File: src/rtl/wb2axi4l_bridge_if.sv
// Bus bundle for the Wishbone-to-AXI4-Lite bridge.
// slave  : the bridge's view (Wishbone slave side, AXI4-Lite master side).
// master : the environment's view (Wishbone master plus AXI4-Lite responder).
interface wb2axi4l_bridge_if #(
  parameter int ADDR_WIDTH = 32
);
  logic [ADDR_WIDTH-1:0] wb_adr_i;
  logic [31:0]           wb_dat_i;
  logic [3:0]            wb_sel_i;
  logic                  wb_we_i;
  logic                  wb_cyc_i;
  logic                  wb_stb_i;
  logic [31:0]           wb_dat_o;
  logic                  wb_ack_o;
  logic                  wb_err_o;

  logic [ADDR_WIDTH-1:0] m_axi_awaddr;
  logic                  m_axi_awvalid;
  logic                  m_axi_awready;
  logic [31:0]           m_axi_wdata;
  logic [3:0]            m_axi_wstrb;
  logic                  m_axi_wvalid;
  logic                  m_axi_wready;
  logic [1:0]            m_axi_bresp;
  logic                  m_axi_bvalid;
  logic                  m_axi_bready;
  logic [ADDR_WIDTH-1:0] m_axi_araddr;
  logic                  m_axi_arvalid;
  logic                  m_axi_arready;
  logic [31:0]           m_axi_rdata;
  logic [1:0]            m_axi_rresp;
  logic                  m_axi_rvalid;
  logic                  m_axi_rready;

  modport slave (
    input  wb_adr_i, wb_dat_i, wb_sel_i, wb_we_i, wb_cyc_i, wb_stb_i,
    output wb_dat_o, wb_ack_o, wb_err_o,
    output m_axi_awaddr, m_axi_awvalid, m_axi_wdata, m_axi_wstrb, m_axi_wvalid,
    output m_axi_bready, m_axi_araddr, m_axi_arvalid, m_axi_rready,
    input  m_axi_awready, m_axi_wready, m_axi_bresp, m_axi_bvalid,
    input  m_axi_arready, m_axi_rdata, m_axi_rresp, m_axi_rvalid
  );

  modport master (
    output wb_adr_i, wb_dat_i, wb_sel_i, wb_we_i, wb_cyc_i, wb_stb_i,
    input  wb_dat_o, wb_ack_o, wb_err_o,
    input  m_axi_awaddr, m_axi_awvalid, m_axi_wdata, m_axi_wstrb, m_axi_wvalid,
    input  m_axi_bready, m_axi_araddr, m_axi_arvalid, m_axi_rready,
    output m_axi_awready, m_axi_wready, m_axi_bresp, m_axi_bvalid,
    output m_axi_arready, m_axi_rdata, m_axi_rresp, m_axi_rvalid
  );
endinterface

File: src/rtl/wb2axi4l_bridge.sv
// Wishbone classic slave to AXI4-Lite master bridge, one transaction in flight.
// A request is captured in IDLE, issued on AXI, and answered with a single
// DONE cycle carrying ack (OKAY/EXOKAY) or err (SLVERR/DECERR).
module wb2axi4l_bridge #(
  parameter int ADDR_WIDTH = 32
) (
  input logic                  wb_clk_i,
  input logic                  wb_rst_i,
  wb2axi4l_bridge_if.slave     bus
);

  localparam logic [2:0] IDLE  = 3'd0;
  localparam logic [2:0] WRITE = 3'd1;
  localparam logic [2:0] WRESP = 3'd2;
  localparam logic [2:0] READ  = 3'd3;
  localparam logic [2:0] RDATA = 3'd4;
  localparam logic [2:0] DONE  = 3'd5;

  logic [2:0]            state;
  logic [ADDR_WIDTH-1:0] adr_q;
  logic [31:0]           dat_q;
  logic [3:0]            sel_q;
  logic                  we_q;
  logic [1:0]            resp_q;
  logic [31:0]           rdat_q;
  logic                  awvalid_q, wvalid_q, bready_q, arvalid_q, rready_q;

  // A channel counts as finished once its valid has been retired.
  logic aw_done, w_done;
  assign aw_done = !awvalid_q || bus.m_axi_awready;
  assign w_done  = !wvalid_q  || bus.m_axi_wready;

  // Transaction sequencer: capture, AXI handshakes and response capture.
  always_ff @(posedge wb_clk_i or posedge wb_rst_i) begin
    if (wb_rst_i) begin
      state     <= IDLE;
      adr_q     <= '0;
      dat_q     <= '0;
      sel_q     <= '0;
      we_q      <= 1'b0;
      resp_q    <= 2'b00;
      rdat_q    <= '0;
      awvalid_q <= 1'b0;
      wvalid_q  <= 1'b0;
      bready_q  <= 1'b0;
      arvalid_q <= 1'b0;
      rready_q  <= 1'b0;
    end else begin
      case (state)
        IDLE: if (bus.wb_cyc_i && bus.wb_stb_i) begin
          adr_q <= bus.wb_adr_i;
          dat_q <= bus.wb_dat_i;
          sel_q <= bus.wb_sel_i;
          we_q  <= bus.wb_we_i;
          if (bus.wb_we_i) begin
            awvalid_q <= 1'b1;
            wvalid_q  <= 1'b1;
            state     <= WRITE;
          end else begin
            arvalid_q <= 1'b1;
            state     <= READ;
          end
        end
        WRITE: begin
          // AW and W retire independently; B is only opened after both.
          if (awvalid_q && bus.m_axi_awready) awvalid_q <= 1'b0;
          if (wvalid_q && bus.m_axi_wready)   wvalid_q  <= 1'b0;
          if (aw_done && w_done) begin
            bready_q <= 1'b1;
            state    <= WRESP;
          end
        end
        WRESP: if (bus.m_axi_bvalid) begin
          resp_q   <= bus.m_axi_bresp;
          bready_q <= 1'b0;
          state    <= DONE;
        end
        READ: if (bus.m_axi_arready) begin
          arvalid_q <= 1'b0;
          rready_q  <= 1'b1;
          state     <= RDATA;
        end
        RDATA: if (bus.m_axi_rvalid) begin
          if (!we_q) rdat_q <= bus.m_axi_rdata;
          resp_q   <= bus.m_axi_rresp;
          rready_q <= 1'b0;
          state    <= DONE;
        end
        DONE:    state <= IDLE;
        default: state <= IDLE;
      endcase
    end
  end

  assign bus.m_axi_awaddr  = adr_q;
  assign bus.m_axi_araddr  = adr_q;
  assign bus.m_axi_wdata   = dat_q;
  assign bus.m_axi_wstrb   = sel_q;
  assign bus.m_axi_awvalid = awvalid_q;
  assign bus.m_axi_wvalid  = wvalid_q;
  assign bus.m_axi_bready  = bready_q;
  assign bus.m_axi_arvalid = arvalid_q;
  assign bus.m_axi_rready  = rready_q;
  assign bus.wb_dat_o      = rdat_q;

  // DONE reports the captured response; a master that dropped cyc sees nothing.
  assign bus.wb_ack_o = (state == DONE) && bus.wb_cyc_i && !resp_q[1];
  assign bus.wb_err_o = (state == DONE) && bus.wb_cyc_i &&  resp_q[1];

endmodule

File: src/flat_wrapper.sv
// flat-port wrapper written by rule: the top's interface ports become plain ports
module wb2axi4l_bridge_flat 
#(
  parameter int ADDR_WIDTH = 32
)
  (wb_clk_i, wb_rst_i, bus_wb_adr_i, bus_wb_dat_i, bus_wb_sel_i, bus_wb_we_i, bus_wb_cyc_i, bus_wb_stb_i, bus_wb_dat_o, bus_wb_ack_o, bus_wb_err_o, bus_m_axi_awaddr, bus_m_axi_awvalid, bus_m_axi_wdata, bus_m_axi_wstrb, bus_m_axi_wvalid, bus_m_axi_bready, bus_m_axi_araddr, bus_m_axi_arvalid, bus_m_axi_rready, bus_m_axi_awready, bus_m_axi_wready, bus_m_axi_bresp, bus_m_axi_bvalid, bus_m_axi_arready, bus_m_axi_rdata, bus_m_axi_rresp, bus_m_axi_rvalid);
  wb2axi4l_bridge_if #(.ADDR_WIDTH(ADDR_WIDTH)) bus_i ();
  input logic wb_clk_i;
  input logic wb_rst_i;
  input wire logic [$bits(bus_i.wb_adr_i)-1:0] bus_wb_adr_i;
  input wire logic [$bits(bus_i.wb_dat_i)-1:0] bus_wb_dat_i;
  input wire logic [$bits(bus_i.wb_sel_i)-1:0] bus_wb_sel_i;
  input wire logic [$bits(bus_i.wb_we_i)-1:0] bus_wb_we_i;
  input wire logic [$bits(bus_i.wb_cyc_i)-1:0] bus_wb_cyc_i;
  input wire logic [$bits(bus_i.wb_stb_i)-1:0] bus_wb_stb_i;
  output wire logic [$bits(bus_i.wb_dat_o)-1:0] bus_wb_dat_o;
  output wire logic [$bits(bus_i.wb_ack_o)-1:0] bus_wb_ack_o;
  output wire logic [$bits(bus_i.wb_err_o)-1:0] bus_wb_err_o;
  output wire logic [$bits(bus_i.m_axi_awaddr)-1:0] bus_m_axi_awaddr;
  output wire logic [$bits(bus_i.m_axi_awvalid)-1:0] bus_m_axi_awvalid;
  output wire logic [$bits(bus_i.m_axi_wdata)-1:0] bus_m_axi_wdata;
  output wire logic [$bits(bus_i.m_axi_wstrb)-1:0] bus_m_axi_wstrb;
  output wire logic [$bits(bus_i.m_axi_wvalid)-1:0] bus_m_axi_wvalid;
  output wire logic [$bits(bus_i.m_axi_bready)-1:0] bus_m_axi_bready;
  output wire logic [$bits(bus_i.m_axi_araddr)-1:0] bus_m_axi_araddr;
  output wire logic [$bits(bus_i.m_axi_arvalid)-1:0] bus_m_axi_arvalid;
  output wire logic [$bits(bus_i.m_axi_rready)-1:0] bus_m_axi_rready;
  input wire logic [$bits(bus_i.m_axi_awready)-1:0] bus_m_axi_awready;
  input wire logic [$bits(bus_i.m_axi_wready)-1:0] bus_m_axi_wready;
  input wire logic [$bits(bus_i.m_axi_bresp)-1:0] bus_m_axi_bresp;
  input wire logic [$bits(bus_i.m_axi_bvalid)-1:0] bus_m_axi_bvalid;
  input wire logic [$bits(bus_i.m_axi_arready)-1:0] bus_m_axi_arready;
  input wire logic [$bits(bus_i.m_axi_rdata)-1:0] bus_m_axi_rdata;
  input wire logic [$bits(bus_i.m_axi_rresp)-1:0] bus_m_axi_rresp;
  input wire logic [$bits(bus_i.m_axi_rvalid)-1:0] bus_m_axi_rvalid;
  assign bus_i.wb_adr_i = bus_wb_adr_i;
  assign bus_i.wb_dat_i = bus_wb_dat_i;
  assign bus_i.wb_sel_i = bus_wb_sel_i;
  assign bus_i.wb_we_i = bus_wb_we_i;
  assign bus_i.wb_cyc_i = bus_wb_cyc_i;
  assign bus_i.wb_stb_i = bus_wb_stb_i;
  assign bus_wb_dat_o = bus_i.wb_dat_o;
  assign bus_wb_ack_o = bus_i.wb_ack_o;
  assign bus_wb_err_o = bus_i.wb_err_o;
  assign bus_m_axi_awaddr = bus_i.m_axi_awaddr;
  assign bus_m_axi_awvalid = bus_i.m_axi_awvalid;
  assign bus_m_axi_wdata = bus_i.m_axi_wdata;
  assign bus_m_axi_wstrb = bus_i.m_axi_wstrb;
  assign bus_m_axi_wvalid = bus_i.m_axi_wvalid;
  assign bus_m_axi_bready = bus_i.m_axi_bready;
  assign bus_m_axi_araddr = bus_i.m_axi_araddr;
  assign bus_m_axi_arvalid = bus_i.m_axi_arvalid;
  assign bus_m_axi_rready = bus_i.m_axi_rready;
  assign bus_i.m_axi_awready = bus_m_axi_awready;
  assign bus_i.m_axi_wready = bus_m_axi_wready;
  assign bus_i.m_axi_bresp = bus_m_axi_bresp;
  assign bus_i.m_axi_bvalid = bus_m_axi_bvalid;
  assign bus_i.m_axi_arready = bus_m_axi_arready;
  assign bus_i.m_axi_rdata = bus_m_axi_rdata;
  assign bus_i.m_axi_rresp = bus_m_axi_rresp;
  assign bus_i.m_axi_rvalid = bus_m_axi_rvalid;
  wb2axi4l_bridge #(.ADDR_WIDTH(ADDR_WIDTH)) u_core (.wb_clk_i(wb_clk_i), .wb_rst_i(wb_rst_i), .bus(bus_i));
endmodule
File: config.mk
export PLATFORM = sky130hd
export DESIGN_NAME = wb2axi4l_bridge_flat
export DESIGN_NICKNAME = d
export VERILOG_FILES = /design/src/rtl/wb2axi4l_bridge_if.sv /design/src/rtl/wb2axi4l_bridge.sv /design/src/flat_wrapper.sv
export SDC_FILE = /design/constraint.sdc
export NUM_CORES = 1
export LEC_CHECK = 0
export BUFFER_PORTS_ARGS = -buffer_cell sky130_fd_sc_hd__clkbuf_2
export CAP_MARGIN = 10
export CORE_AREA = 2 2 111 113
export DETAILED_ROUTE_END_ITERATION = 8
export DIE_AREA = 0 0 113 115
export GPL_TIMING_DRIVEN = 0
export PLACE_DENSITY = 0.75
export SLEW_MARGIN = 30
export SYNTH_ARGS = -nofsm -noshare
export SYNTH_HDL_FRONTEND = slang
export SYNTH_SLANG_ARGS = --single-unit
File: constraint.sdc
create_clock -name wb_clk_i -period 3.5 [get_ports wb_clk_i]
set_clock_uncertainty 0.1 [all_clocks]
set_input_delay 0.7 -clock wb_clk_i [delete_from_list [all_inputs] [get_ports wb_clk_i]]
set_output_delay 0.7 -clock wb_clk_i [all_outputs]
set_load 0.01 [all_outputs]
==> metrics.md, run 1 <==
| Metric | Value |
|---|---|
| GRT overflow | 0 |
| Net Sw Power | 2030 µW |
| Reg-to-reg slack, setup | 1.40 ns |
| Clk_lat worst skew | 0.34 ns |
| Combinational share of power | 44.3% |
| Die Y | 115 µm |
| R2R depth | 4 |
| GRT Overall Usage | 16.6% |
| Fillers | 1,007 |
| Seq/Total Area, Yosys | 59.2% |
| Drt wl/cell | 15.0 µm |
| Worst setup path end | bus_wb_err_o |
| Row count | 40 |
| Hold Fails Final Rpt | 0 |
| MaxCap Viol Count | 0 |
| Port Buf Inserts | 250 |
| Setup CP Type | flop to output pin |
| Reg2reg start | u_core.state[0] |
| Worst path max stage delay | 0.43 ns |
| Post-synthesis cell area | 4650 µm² |
| Post CTS Setup Buffer Count | 0 |
| Leakage power | 0.00337 µW |
| VDD IR max | 0.407 mV |
| CTS resizes | 0 |
| RSZ-0062 raised after global routing | no |
| Failing checks | DRC |
| ANT nets after route | 0 |
| CTS tree | built |
| WP depth | 5 |
| HP Class | primary input to asynchronous set/reset pin |
| Core area | 11,800 µm² |
| Most common cell after layout, fill and taps aside | clkbuf_2 |
| DRT iter0 DRCs | 105 |
| CP Data Arrival Time | 1.80 ns |
| Startpoint class of the critical path | flop |
| Clk buf depth | 2 |
| Unique masters post-synth | 32 |
| Drc violations | 17 |
| I/O pin cnt | 253 |
| Clk Tree Root Cell | clkbuf_16 |
| Flop pwr share | 38.0% |
| Total wire length | 10,900 µm |
| Area of the multi-input gates | 1520 µm² |
| Post-Syn Nets | 421 |
| Number of diodes | 0 |
| Worst-path fanout max | 10 |
| Setup TNS | 0 ns |
| Synth-to-layout area growth | 39.7% |
| Delay-heaviest family, CP | simple AND/OR/NAND/NOR gates |
| Flip-flop and latch count after synthesis | 110 |
| Switching Share | 33.3% |
| Placed instance area | 6170 µm² |
| CP startpoint | u_core.state[2] |
| First-pass GRT wire length | 16,900 µm |
| Yosys warning count | 0 |
| Hold Buf Count CTS | 0 |
| Final cell count without fillers | 724 |
| Period minus WS final | 2.60 ns |
| Design area | 6490 µm² |
| Die width | 113 µm |
| Crit-path cells | clkbuf_1 > nor2b_1 > nand3_1 > nor2_1 > clkbuf_2 |
| NumNets Final | 686 |
| Clock power share | 17.8% |
| Fraction of layout cells with a size suffix above 1 | 72.1% |
| Mapped Cells | 307 |
| # H-tree levels | 3 |
| Data required time of the worst path | 2.70 ns |
| Status | finished with violations |
| Syn Area/Cell | 15.1 µm² |
| R2R Path End | u_core.bus.m_axi_wdata[8] |
| Crit-path slowest cell | dfrtp_1 |
| Peak Freq | 0.385 GHz |
| Worst Max-Slew Pin Slew | 0.838 ns |
| CTS Buf Count | 9 |
| Final slew viol count | 0 |
| Vias after detailed routing | 3,362 |
| Placer Congestion | 0.753 |
| Initial antenna violation count | 0 |
| Dpl hpwl | 8570 µm |
| Worst setup EP type | output pin |
| Worst-path clk slew | 0.07 ns |
| Die area | 13,000 µm² |
| Starting Density | 39.3% |
| Placed Instances | 708 |
| Storage cell area | 2750 µm² |
| Int Power | 4070 µW |
| Post-DR vias/cell | 4.64 |
| Hold slack | 0.135 ns |
| Power Density | 940 nW/µm² |
| Total clock sinks | 110 |
| Via count of the first global-routing pass | 3,449 |
| CP bufs+invs | 2 |
| Slew margin rel. | 43.7% |
| Largest net degree at the start of global routing | 32 |
| Drt first pass iters | 9 |
| Most frequent cells in the layout | clkbuf_2 (250), dfrtp_1 (110), mux2_2 (83) |
| Final Setup Violations | 0 |
| Final worst path period share | 74.2% |
## state kept, by name, summed over array words and instances (netlist names)
register / count
u_core.bus.m_axi_araddr: 32
u_core.bus.m_axi_wdata: 32
u_core.bus.wb_dat_o: 32
u_core.bus.m_axi_wstrb: 4
u_core.state: 3
u_core.bus.m_axi_arvalid: 1
u_core.bus.m_axi_awvalid: 1
u_core.bus.m_axi_bready: 1
u_core.bus.m_axi_rready: 1
u_core.bus.m_axi_wvalid: 1
u_core.resp_q: 1
u_core.we_q: 1
## synthesized netlist by cell type
master | n | area [µm²]
nand3b_1 | 3 | 22.5
dfrtp_1 | 110 | 2750
nor4_4 | 1 | 21.3
nand2b_1 | 2 | 12.5
o22a_1 | 1 | 8.76
nand3_1 | 3 | 15.0
o21a_1 | 1 | 7.51
a2111o_1 | 1 | 11.3
nor3_1 | 1 | 5.00
inv_1 | 4 | 15.0
nand2_1 | 5 | 18.8
buf_4 | 32 | 240
nor2b_1 | 4 | 25.0
o21ai_0 | 4 | 20.0
mux2_4 | 18 | 270
or4_1 | 1 | 7.51
nor4b_1 | 1 | 8.76
buf_2 | 3 | 15.0
clkbuf_1 | 3 | 11.3
nor2_1 | 4 | 15.0
a2111oi_0 | 1 | 8.76
a31oi_1 | 1 | 6.26
a31o_2 | 1 | 8.76
nor3b_2 | 1 | 12.5
a211o_1 | 1 | 8.76
a21oi_1 | 2 | 10.0
a22o_1 | 2 | 17.5
buf_6 | 8 | 90.1
mux2i_1 | 3 | 30.0
a211oi_1 | 1 | 7.51
and3b_1 | 1 | 8.76
mux2_2 | 83 | 935
## worst min-delay path by stage
stage | from | endpoint | slack, ns | cells past startpoint
3_5_place_dp | u_core.bus.m_axi_rready | u_core.bus.m_axi_rready | 0.38 | 2
4_1_cts | wb_rst_i | u_core.bus.m_axi_wstrb[0] | 0.12 | 2
2_1_floorplan | u_core.we_q | u_core.we_q | 0.37 | 1
3_3_place_gp | u_core.bus.m_axi_arvalid | u_core.bus.m_axi_arvalid | 0.39 | 1
6_report | wb_rst_i | u_core.bus.m_axi_wstrb[0] | 0.14 | 2
5_1_grt | wb_rst_i | u_core.bus.m_axi_wstrb[0] | 0.13 | 2
## power groups by stage
stage          Sequential [µW]  Combinational, µW  Clock [µW]
6_report                  2320               2700        1080
5_1_grt                   2400               2920        1170
4_1_cts                   2320               2750        1130
3_5_place_dp              2340               2740           0
3_3_place_gp              2280               2670           0
2_1_floorplan             2570               1370           0
## worst reg2reg max path, stage by stage (launching register included)
cell and delay (ns):
dfrtp_1 0.37, buf_6 0.14, nor4_4 0.76, buf_6 0.25, mux2_2 0.36
## cell type report
type	count	share of cell area (%)
Buffer	46	5.49
Clock inverter	4	1.08
Inverter	4	0.289
Tap cell	147	2.83
Timing Repair Buffer	254	20.6
Sequential cell	110	42.4
Multi-Input combinational cell	147	23.5
Clock buffer	12	3.80
## stage by stage
| stage | utilization, % | total power, µW | setup WS, ns |
|---|---|---|---|
| 3_3_place_gp | 51.5 | 4960 | 0.727 |
| 6_report | 54.9 | 6100 | 0.903 |
| 4_1_cts | 54.9 | 6200 | 0.919 |
| 3_5_place_dp | 52.3 | 5080 | 1.01 |
| 2_1_floorplan | - | 3940 | 1.37 |
| 5_1_grt | 54.9 | 6490 | 0.825 |
## cell families (layout without fill, tap and decap cells)
logic type / Yosys count / after routing / synth area share, %
buf+inv: 50 / 320 / 8.00
compound gates: 16 / 16 / 2.48
flops: 110 / 110 / 59.2
simple gates: 27 / 27 / 3.72
mux: 104 / 104 / 26.6
## per-layer routing
| metal | global-route usage (%) | up-vias | routed length (µm) |
|---|---|---|---|
| met5 | 0 | - | 0 |
| met4 | 7.72 | 0 | 255 |
| met3 | 4.22 | 20 | 871 |
| met2 | 28.5 | 155 | 5460 |
| met1 | 19.6 | 1614 | 4300 |
| li1 | - | 1573 | - |
(Power assumes the default switching activity.)
==> run 2: changes to the inputs <==
CORE_AREA = 2 2 105 107   (was 2 2 111 113)
DIE_AREA = 0 0 107 109   (was 0 0 113 115)
PLACE_DENSITY = 0.79   (was 0.75)
clock period = 2.5 ns   (was 3.5 ns; I/O delays follow)
==> run 2 against run 1 <==
  * The run now ends clean
  * Global-route usage grew 0.97 points
  * Largest cell class unchanged
  * Wire length down 4.2%
  * Via count is 2.0% lower
  * Highest routed layer unchanged
  * Critical path depth did not move
  * Cell area fell by 2.6%
  * Utilization increased by 4.7 points
  * Total power grew 31%
  * Non-clock buffer count fell by 2
  * Sequential power grew 40%
  * Sequential share of layout area rose by 1.1 points
  * Combinational power increased by 39%
==> metrics.md, run 2 (synthesis results as in run 1) <==
| Metric | Value |
|---|---|
| HP Class | primary input to asynchronous set/reset pin (unchanged) |
| Die area | 11,700 µm² (was 13,000 µm²) |
| Post CTS Setup Buffer Count | 0 (unchanged) |
| Power Density | 1270 nW/µm² (was 940 nW/µm²) |
| MaxCap Viol Count | 0 (unchanged) |
| Clk_lat worst skew | 0.36 ns (was 0.34 ns) |
| Die width | 107 µm (was 113 µm) |
| Core area | 10,600 µm² (was 11,800 µm²) |
| Final Setup Violations | 0 (unchanged) |
| CTS Buf Count | 9 (unchanged) |
| Hold Fails Final Rpt | 0 (unchanged) |
| Worst-path fanout max | 10 (unchanged) |
| Final slew viol count | 0 (unchanged) |
| Fraction of layout cells with a size suffix above 1 | 72.5% (was 72.1%) |
| GRT overflow | 0 (unchanged) |
| Vias after detailed routing | 3,296 (was 3,362) |
| Worst path max stage delay | 0.35 ns (was 0.43 ns) |
| ANT nets after route | 0 (unchanged) |
| Drt first pass iters | 6 (was 9) |
| CP bufs+invs | 3 (was 2) |
| Synth-to-layout area growth | 36.0% (was 39.7%) |
| Worst Max-Slew Pin Slew | 0.802 ns (was 0.838 ns) |
| Row count | 38 (was 40) |
| Status | finished, final reports clean (was finished with violations) |
| Slew margin rel. | 46.1% (was 43.7%) |
| Most common cell after layout, fill and taps aside | clkbuf_2 (unchanged) |
| Reg2reg start | u_core.state[0] (unchanged) |
| Drt wl/cell | 14.6 µm (was 15.0 µm) |
| Via count of the first global-routing pass | 3,273 (was 3,449) |
| RSZ-0062 raised after global routing | no (unchanged) |
| Die Y | 109 µm (was 115 µm) |
| Hold Buf Count CTS | 0 (unchanged) |
| Initial antenna violation count | 0 (unchanged) |
| VDD IR max | 0.628 mV (was 0.407 mV) |
| Largest net degree at the start of global routing | 33 (was 32) |
| Placer Congestion | 0.755 (was 0.753) |
| Dpl hpwl | 8250 µm (was 8570 µm) |
| CTS resizes | 0 (unchanged) |
| DRT iter0 DRCs | 94 (was 105) |
| # H-tree levels | 3 (unchanged) |
| Post-DR vias/cell | 4.62 (was 4.64) |
| Most frequent cells in the layout | clkbuf_2 (250), dfrtp_1 (110), mux2_2 (83) (unchanged) |
| Period minus WS final | 2.23 ns |
| Total clock sinks | 110 (unchanged) |
| First-pass GRT wire length | 15,800 µm (was 16,900 µm) |
| Peak Freq | 0.449 GHz |
| Drc violations | 0 (was 17) |
| NumNets Final | 684 (was 686) |
| Starting Density | 43.8% (was 39.3%) |
| Worst-path clk slew | 0.10 ns (was 0.07 ns) |
| Final worst path period share | 89.1% |
| Hold slack | 0.0580 ns (was 0.135 ns) |
| Port Buf Inserts | 250 (unchanged) |
| Crit-path slowest cell | dfrtp_1 (unchanged) |
| Worst setup EP type | output pin (unchanged) |
| Total wire length | 10,400 µm (was 10,900 µm) |
| Number of diodes | 0 (unchanged) |
| Crit-path cells | buf_6 > clkbuf_1 > nand3_1 > nor2_1 > clkbuf_2 (was clkbuf_1 > nor2b_1 > nand3_1 > nor2_1 > clkbuf_2) |
| Clk buf depth | 2 (unchanged) |
| Data required time of the worst path | 1.90 ns (was 2.70 ns) |
| GRT Overall Usage | 17.5% (was 16.6%) |
| Final cell count without fillers | 714 (was 724) |
| Placed Instances | 700 (was 708) |
| Overall power | 8020 µW (was 6100 µW) |
| CP Data Arrival Time | 1.63 ns (was 1.80 ns) |
| CP startpoint | u_core.state[0] (was u_core.state[2]) |
| I/O pin cnt | 253 (unchanged) |
| Delay-heaviest family, CP | buffers and inverters (was simple AND/OR/NAND/NOR gates) |
| Startpoint class of the critical path | flop (unchanged) |
| Leakage power | 0.00329 µW (was 0.00337 µW) |
| CTS tree | built (unchanged) |
| Setup CP Type | flop to output pin (unchanged) |
| Clk Tree Root Cell | clkbuf_8 (was clkbuf_16) |
## run 2: changes by cell type in the layout (fill, tap and decap cells not counted)
cell | before | now
clkbuf_8 | 1 | 9
clkbuf_16 | 9 | 0
clkinv_4 | 0 | 1
clkinvlp_4 | 1 | 3
buf_16 | 1 | 0
clkbuf_1 | 5 | 2
bufinv_16 | 2 | 1
## run 2: area by class of cell
class	count	area, µm²
buffer	45	353
clock buffer	9	124
clock inverter	6	63.8
fill	857	4280
inverter	4	18.8
multi-input combinational	147	1520
sequential	110	2750
tap	140	175
timing repair buffer	253	1310
## run 2: stage by stage
stage / setup WS, ns / area (µm²) / utilization [%] / TNS [ns]
3_3_place_gp: -0.0537 / 6080 / 57.3 / -5.24
4_1_cts: 0.152 / 6320 / 59.7 / 0
3_5_place_dp: 0.270 / 6140 / 57.9 / 0
2_1_floorplan: 0.571 / 4650 / - / 0
6_report: 0.272 / 6320 / 59.6 / 0
5_1_grt: 0.0898 / 6320 / 59.6 / 0
## run 2: power by group
part	internal (µW)	total, µW	switching (µW)
Clock	456	1040	580
Sequential	2670	3240	567
Combinational	2110	3750	1640
## run 2: worst paths after layout
check,slack (ns),endpoint,depth (start not counted)
worst max-delay path,0.27,bus_wb_err_o,5
worst min-delay path,0.06,u_core.bus.m_axi_wdata[18],2
worst max register to register,0.44,u_core.bus.m_axi_araddr[30],4
worst min register to register,0.41,u_core.bus.wb_dat_o[4],1
max in group asynchronous,1.72,u_core.bus.m_axi_awvalid,3
min in group wb_clk_i,0.26,u_core.bus.wb_dat_o[3],2
## run 2: metal layers
layer	share of wire (%)	track usage [%]	wire length [µm]
met5	0	0	0
met4	1.2	5.94	128
met3	8.1	5.56	849
met2	51	30.2	5350
met1	39	20.9	4110
